**config.mk**
```make
export PLATFORM = sky130hd
export DESIGN_NAME = idma_stream_sched
export DESIGN_NICKNAME = d
export VERILOG_FILES = /design/src/rtl/idma_stream_sched_pkg.sv /design/src/rtl/idma_stream_sched_fifo.sv /design/src/rtl/idma_stream_sched.sv
export SDC_FILE = /design/constraint.sdc
export NUM_CORES = 1
export LEC_CHECK = 0
export ABC_CLOCK_PERIOD_IN_PS = 8300
export CAP_MARGIN = 40
export CORE_ASPECT_RATIO = 1.25
export CORE_MARGIN = 2
export CORE_UTILIZATION = 55
export CTS_CLUSTER_DIAMETER = 80
export DETAILED_ROUTE_END_ITERATION = 16
export GPL_TIMING_DRIVEN = 0
export PLACE_DENSITY = 0.85
export SYNTH_ARGS = -nofsm -noshare
export SYNTH_HDL_FRONTEND = slang
export SYNTH_HIERARCHICAL = 1
export SYNTH_SLANG_ARGS = --single-unit
```
**constraint.sdc**
```tcl
create_clock -name clk_i -period 8.3 [get_ports clk_i]
set_input_delay 1.66 -clock clk_i [delete_from_list [all_inputs] [get_ports clk_i]]
set_output_delay 1.66 -clock clk_i [all_outputs]
set_load 0.05 [all_outputs]
```
**src/rtl/idma_stream_sched_pkg.sv**
```systemverilog
// idma_stream_sched_pkg: width helpers shared by the stream scheduler files
package idma_stream_sched_pkg;
  function automatic int unsigned idx_width(input int unsigned n);
    return (n > 1) ? $clog2(n) : 1;
  endfunction
  function automatic int unsigned cnt_width(input int unsigned n);
    return $clog2(n + 1);
  endfunction
endpackage

```
**src/rtl/idma_stream_sched_fifo.sv**
```systemverilog
// idma_stream_sched_fifo: outstanding-transfer FIFO of stream indices, completed in issue order
module idma_stream_sched_fifo import idma_stream_sched_pkg::*; #(
  parameter int unsigned Width = 1,
  parameter int unsigned Depth = 8
) (
  input  logic             clk_i,
  input  logic             rst_ni,
  input  logic             push_i,
  input  logic [Width-1:0] data_i,
  input  logic             pop_i,
  output logic [Width-1:0] data_o,
  output logic             empty_o,
  output logic             full_o
);
  localparam int unsigned PtrW = idx_width(Depth);
  localparam int unsigned CntW = cnt_width(Depth);
  logic [Width-1:0] mem_q [Depth];
  logic [Width-1:0] mem_d [Depth];
  logic [PtrW-1:0] wr_q, wr_d, rd_q, rd_d;
  logic [CntW-1:0] cnt_q, cnt_d;
  assign empty_o = cnt_q == '0;
  assign full_o  = cnt_q == CntW'(Depth);
  assign data_o  = mem_q[rd_q];
  always_comb begin
    mem_d = mem_q;
    if (push_i) mem_d[wr_q] = data_i;
    wr_d  = push_i ? ((wr_q == PtrW'(Depth - 1)) ? '0 : wr_q + PtrW'(1)) : wr_q;
    rd_d  = pop_i ? ((rd_q == PtrW'(Depth - 1)) ? '0 : rd_q + PtrW'(1)) : rd_q;
    cnt_d = cnt_q + CntW'(push_i) - CntW'(pop_i);
  end
  always_ff @(posedge clk_i or negedge rst_ni) begin
    if (!rst_ni) begin
      mem_q <= '{default: '0};
      wr_q  <= '0;
      rd_q  <= '0;
      cnt_q <= '0;
    end else begin
      mem_q <= mem_d;
      wr_q  <= wr_d;
      rd_q  <= rd_d;
      cnt_q <= cnt_d;
    end
  end
endmodule

```
**src/rtl/idma_stream_sched.sv**
```systemverilog
// idma_stream_sched: round-robin multi-stream scheduler onto one in-order iDMA back-end
// with per-stream transfer IDs and a global outstanding-transfer cap.
module idma_stream_sched import idma_stream_sched_pkg::*; #(
  parameter int unsigned NumStreams     = 4,
  parameter int unsigned IdCounterWidth = 32,
  parameter int unsigned MaxOutstanding = 8,
  parameter int unsigned StreamWidth    = idx_width(NumStreams),
  parameter type         dma_req_t      = logic
) (
  input  logic                      clk_i,
  input  logic                      rst_ni,
  input  dma_req_t                  stream_req_i [NumStreams],
  input  logic [NumStreams-1:0]     stream_valid_i,
  output logic [NumStreams-1:0]     stream_ready_o,
  output logic [IdCounterWidth-1:0] next_id_o [NumStreams],
  output logic [IdCounterWidth-1:0] done_id_o [NumStreams],
  output logic [NumStreams-1:0]     busy_o,
  output dma_req_t                  dma_req_o,
  output logic                      dma_valid_o,
  input  logic                      dma_ready_i,
  output logic [StreamWidth-1:0]    stream_idx_o,
  input  logic                      cpl_valid_i,
  output logic                      cpl_ready_o
);
  localparam int unsigned OutW = cnt_width(MaxOutstanding);
  logic [StreamWidth-1:0] rr_q, rr_d, lock_idx_q, lock_idx_d, search_idx, win, head;
  logic lock_q, lock_d, fifo_full, fifo_empty, hs, pop;
  logic [IdCounterWidth-1:0] next_id_q [NumStreams];
  logic [IdCounterWidth-1:0] next_id_d [NumStreams];
  logic [IdCounterWidth-1:0] done_id_q [NumStreams];
  logic [IdCounterWidth-1:0] done_id_d [NumStreams];
  logic [OutW-1:0] out_q [NumStreams];
  logic [OutW-1:0] out_d [NumStreams];
  // Descending scan so the lowest offset from the pointer is written last and wins.
  always_comb begin
    logic [StreamWidth-1:0] j;
    j = '0;
    search_idx = rr_q;
    for (int k = int'(NumStreams) - 1; k >= 0; k--) begin
      j = StreamWidth'((int'(rr_q) + k) % NumStreams);
      if (stream_valid_i[j]) search_idx = j;
    end
  end
  // A stalled grant is held until the back-end accepts it.
  assign win          = lock_q ? lock_idx_q : search_idx;
  assign dma_valid_o  = |stream_valid_i && !fifo_full;
  assign dma_req_o    = dma_valid_o ? stream_req_i[win] : '0;
  assign stream_idx_o = win;
  assign cpl_ready_o  = !fifo_empty;
  assign hs           = dma_valid_o && dma_ready_i;
  assign pop          = cpl_valid_i && cpl_ready_o;
  assign next_id_o    = next_id_q;
  assign done_id_o    = done_id_q;
  always_comb begin
    rr_d       = hs ? ((win == StreamWidth'(NumStreams - 1)) ? '0 : win + StreamWidth'(1)) : rr_q;
    lock_d     = dma_valid_o && !dma_ready_i;
    lock_idx_d = win;
    for (int s = 0; s < int'(NumStreams); s++) begin
      stream_ready_o[s] = dma_ready_i && !fifo_full && (win == StreamWidth'(s));
      busy_o[s]         = out_q[s] != '0;
      next_id_d[s]      = next_id_q[s] + IdCounterWidth'(hs && win == StreamWidth'(s));
      done_id_d[s]      = done_id_q[s] + IdCounterWidth'(pop && head == StreamWidth'(s));
      out_d[s]          = out_q[s] + OutW'(hs && win == StreamWidth'(s)) - OutW'(pop && head == StreamWidth'(s));
    end
  end
  always_ff @(posedge clk_i or negedge rst_ni) begin
    if (!rst_ni) begin
      rr_q       <= '0;
      lock_q     <= 1'b0;
      lock_idx_q <= '0;
      next_id_q  <= '{default: IdCounterWidth'(1)};
      done_id_q  <= '{default: '0};
      out_q      <= '{default: '0};
    end else begin
      rr_q       <= rr_d;
      lock_q     <= lock_d;
      lock_idx_q <= lock_idx_d;
      next_id_q  <= next_id_d;
      done_id_q  <= done_id_d;
      out_q      <= out_d;
    end
  end
  idma_stream_sched_fifo #(
    .Width(StreamWidth),
    .Depth(MaxOutstanding)
  ) i_fifo (
    .clk_i  (clk_i),
    .rst_ni (rst_ni),
    .push_i (hs),
    .data_i (win),
    .pop_i  (pop),
    .data_o (head),
    .empty_o(fifo_empty),
    .full_o (fifo_full)
  );
  assert property (@(posedge clk_i) disable iff (!rst_ni)
    dma_valid_o && !dma_ready_i |=> $stable(dma_req_o) && $stable(stream_idx_o));
  assert property (@(posedge clk_i) disable iff (!rst_ni) !(hs && fifo_full));
  assert property (@(posedge clk_i) disable iff (!rst_ni) !(cpl_valid_i && fifo_empty));
  for (genvar g = 0; g < int'(NumStreams); g++) begin : g_out_chk
    assert property (@(posedge clk_i) disable iff (!rst_ni) out_q[g] <= OutW'(MaxOutstanding));
  end
endmodule

```
==> flow_summary.yaml <==
logic_synthesis:
  synth-main-ff-cell: "dfrtp_1"
  synth-edff-count: 0
  synth_compound_area_frac: 0.01193
  yosys_warnings: 6
  yosysUniqueCellTypes: 51
  synthesis.nets: 1246
  synth-async-reset-ratio: 1.000
  yosys_register_bits: 303
  synth_cells: 1179
  yosysSeqAreaShare: 0.5482
  synth-simple-area-share: 0.1849
  synthAdderAreaFrac: 0.05244
  synth-xor-area-share: 0.1595
  synth.cell_area_um2: 13840
  synthMuxAreaShare: 0.02459
  synth_top_family_by_area: "simple AND/OR/NAND/NOR gates"
  avgSynthCellArea_um2: 11.74
setup_path:
  slowest_delay_ps: 860
  cp-start-kind: "input pin"
  cpMostUsedCell: "clkdlybuf4s50_1"
  cp_top_family: "buffers and inverters"
  path_class: "in -> out"
  reg2reg_depth: 12
  worstPathRequired_ps: 6640
  cp.arrival_ps: 4600
  rrSetupSlack_ps: 4330
  crit_buf_inv: 3
  r2r-start: "i_fifo/cnt_q[2]"
  crit_chain: "clkdlybuf4s50_1 -> nor2_1 -> a2111o_1 -> and3_1 -> inv_1 -> a221oi_1 -> a2111oi_2 -> clkdlybuf4s50_1"
  crit_path_top_delay_cell: "clkdlybuf4s50_1"
  reg2reg_to: "done_id_o[122]"
  crit_path_max_fanout: 14
  endpoint_kind: "output pin"
layout:
  finalInstanceArea_um2: 18140
  diodes: 0
  drive_gt1_frac: 0.07251
  final_cells: 1847
  final_nets: 1561
  area_growth_pct: 31.09
timing:
  rsz0062_at_grt: "no"
  worst_pin_slew_ps: 725.9
  maxSlewHeadroom: 0.5150
  setup_viol: 0
  slew_viol_final: 0
  hold_viol: 0
  clock.fmax_mhz: 159.8
  layout_setup_ws_ps: 2044
  holdWs_ps: 469.1
  skew_ps: 15.60
  period_share: 0.7537
  period_minus_slack_ps: 6256
drt:
  wire_per_inst_um: 16.79
  drt_iter0_markers: 383
  drt_wl_total_mm: 31.01
  vias: 9981
  drc: 0
  ant_nets: 0
  via_per_inst: 5.404
  first_pass_iters: 5
cts:
  post_cts_resized: 0
  cts_max_level: 1
  clock-sinks: 303
  clk_latency_ps: 550
  cts_hold_buf: 0
  root_buffer: "clkbuf_16"
  path_clk_slew_ps: 60
  post_cts_buffers: 0
  cts_max_path_buffers: 3
  cts_tree: "yes"
  cts-buffers-inserted: 30
floorplanning:
  dieArea_um2: 26460
  io_pins: 281
  start_util: 0.5630
  core_area_um2: 24580
  fp-row-count: 64
  die_h_um: 181.4
  fp.dieW_um: 145.9
place:
  place_worst_setup_slack_ps: 2049
  dpl.cell_count: 1792
  post_dp_cell_area_um2: 17120
  port_buffers: 280
  place.gp.congestion: 0.8217
  dpl.hpwl_mm: 22.41
status:
  status: "complete, no violations"
hold_path:
  min-delay-start: "next_id_o[63]"
  whs_path_depth: 1
  min_to: "next_id_o[63]"
  hold_path_class: "reg -> reg"
global_route:
  grt_pass1_wl_mm: 51.96
  grt_use_total: 0.2364
  grt_pass1_vias: 10270
  antenna_found_initial: 0
  grt_max_degree: 126
  grt_overflow: 0
power:
  p_total_w: 0.004631
  power_density_nw_per_um2: 255.3
  max-vdd-ir-drop_uv: 268.2
  power.leakage_nw: 8.285
job:
  timing.max_cap.violations: 0
-- layout make-up --
| cell class | instances | area, um2 |
|---|---|---|
| Sequential cell | 303 | 7587 |
| Fill cell | 1673 | 6441 |
| Multi-Input combinational cell | 815 | 5997 |
| Timing Repair Buffer | 283 | 2868 |
| Clock buffer | 42 | 877.1 |
| Tap cell | 330 | 412.9 |
| Inverter | 51 | 191.4 |
| Clock inverter | 13 | 145.1 |
| Buffer | 10 | 63.81 |
-- synthesized netlist by cell type, types with 7 or more instances --
library cell | count | area [um2]
mux2_2 | 20 | 225.2
nand2_1 | 103 | 386.6
and2_1 | 12 | 75.07
and3_1 | 39 | 244.0
nor3_1 | 21 | 105.1
xor2_1 | 87 | 762.0
ha_1 | 50 | 625.6
nor2_1 | 57 | 214.0
xnor2_1 | 165 | 1445
nor2b_1 | 7 | 43.79
and4_1 | 35 | 306.5
dfrtp_1 | 299 | 7482
nand3_1 | 92 | 460.4
inv_1 | 51 | 191.4
nand4_1 | 52 | 325.3
-- layout by cell type (no fill, tap or decap), types with 8 or more instances in the layout --
cell,count
nor2_1,57
clkbuf_16,31
clkinv_2,8
dfrtp_1,299
mux2_2,20
and4_1,35
and3_1,39
inv_1,51
nand4_1,52
ha_1,50
nor3_1,21
xor2_1,87
nand2_1,103
nand3_1,92
clkdlybuf4s50_1,279
xnor2_1,165
and2_1,12
-- registers in the layout (all words and copies together), names as in the netlist --
name / flops
lock_idx_q: 2
i_fifo/mem_q: 16
done_id_o: 128
next_id_o: 128
i_fifo/wr_q: 3
lock_q: 1
i_fifo/rd_q: 3
rr_q: 2
out_q: 16
i_fifo/cnt_q: 4
-- stage by stage --
stage | TNS [ps] | utilization
after detailed placement | 0 | 0.6964
after global placement | -2180530 | 0.6938
after floorplan | 0 | -
after global routing | 0 | 0.7380
final | 0 | 0.7380
after CTS | 0 | 0.7380
-- cells by family after synthesis --
family | after synthesis
XOR/XNOR | 252
AO/OA/AOI/OAI | 24
flip-flops | 303
buffers and inverters | 61
AND/OR/NAND/NOR | 459
multiplexers | 25
adder cells (fa/ha/maj) | 55
-- power breakdown --
part / internal [W] / total, W / leakage, nW / switching [W]
registers: 0.00170 / 0.00187 / 4.03 / 0.000173
logic: 0.000525 / 0.00138 / 3.75 / 0.000854
clock network: 0.000826 / 0.00138 / 0.505 / 0.000559
total: 0.00305 / 0.00463 / 8.29 / 0.00159
-- routing by layer --
metal / wire, um / GRT usage / share of wire
met1: 12180 / 0.2849 / 0.39
met2: 16160 / 0.4268 / 0.52
met3: 1659 / 0.04217 / 0.053
met4: 1018 / 0.08039 / 0.033
met5: 0 / 0 / 0
-- how the worst max path moves through the flow --
stage / startpoint / to / slack (ps) / cells past startpoint
CTS: stream_valid_i[1] / dma_req_o / 2040 / 8
global placement: rst_ni / next_id_o[18] / -7280 / 1
global route: stream_valid_i[1] / dma_req_o / 1890 / 8
finish: stream_valid_i[1] / dma_req_o / 2040 / 8
detailed placement: stream_valid_i[1] / dma_req_o / 2050 / 8
floorplan: stream_valid_i[2] / dma_req_o / 2660 / 6
(Power assumes the default switching activity.)
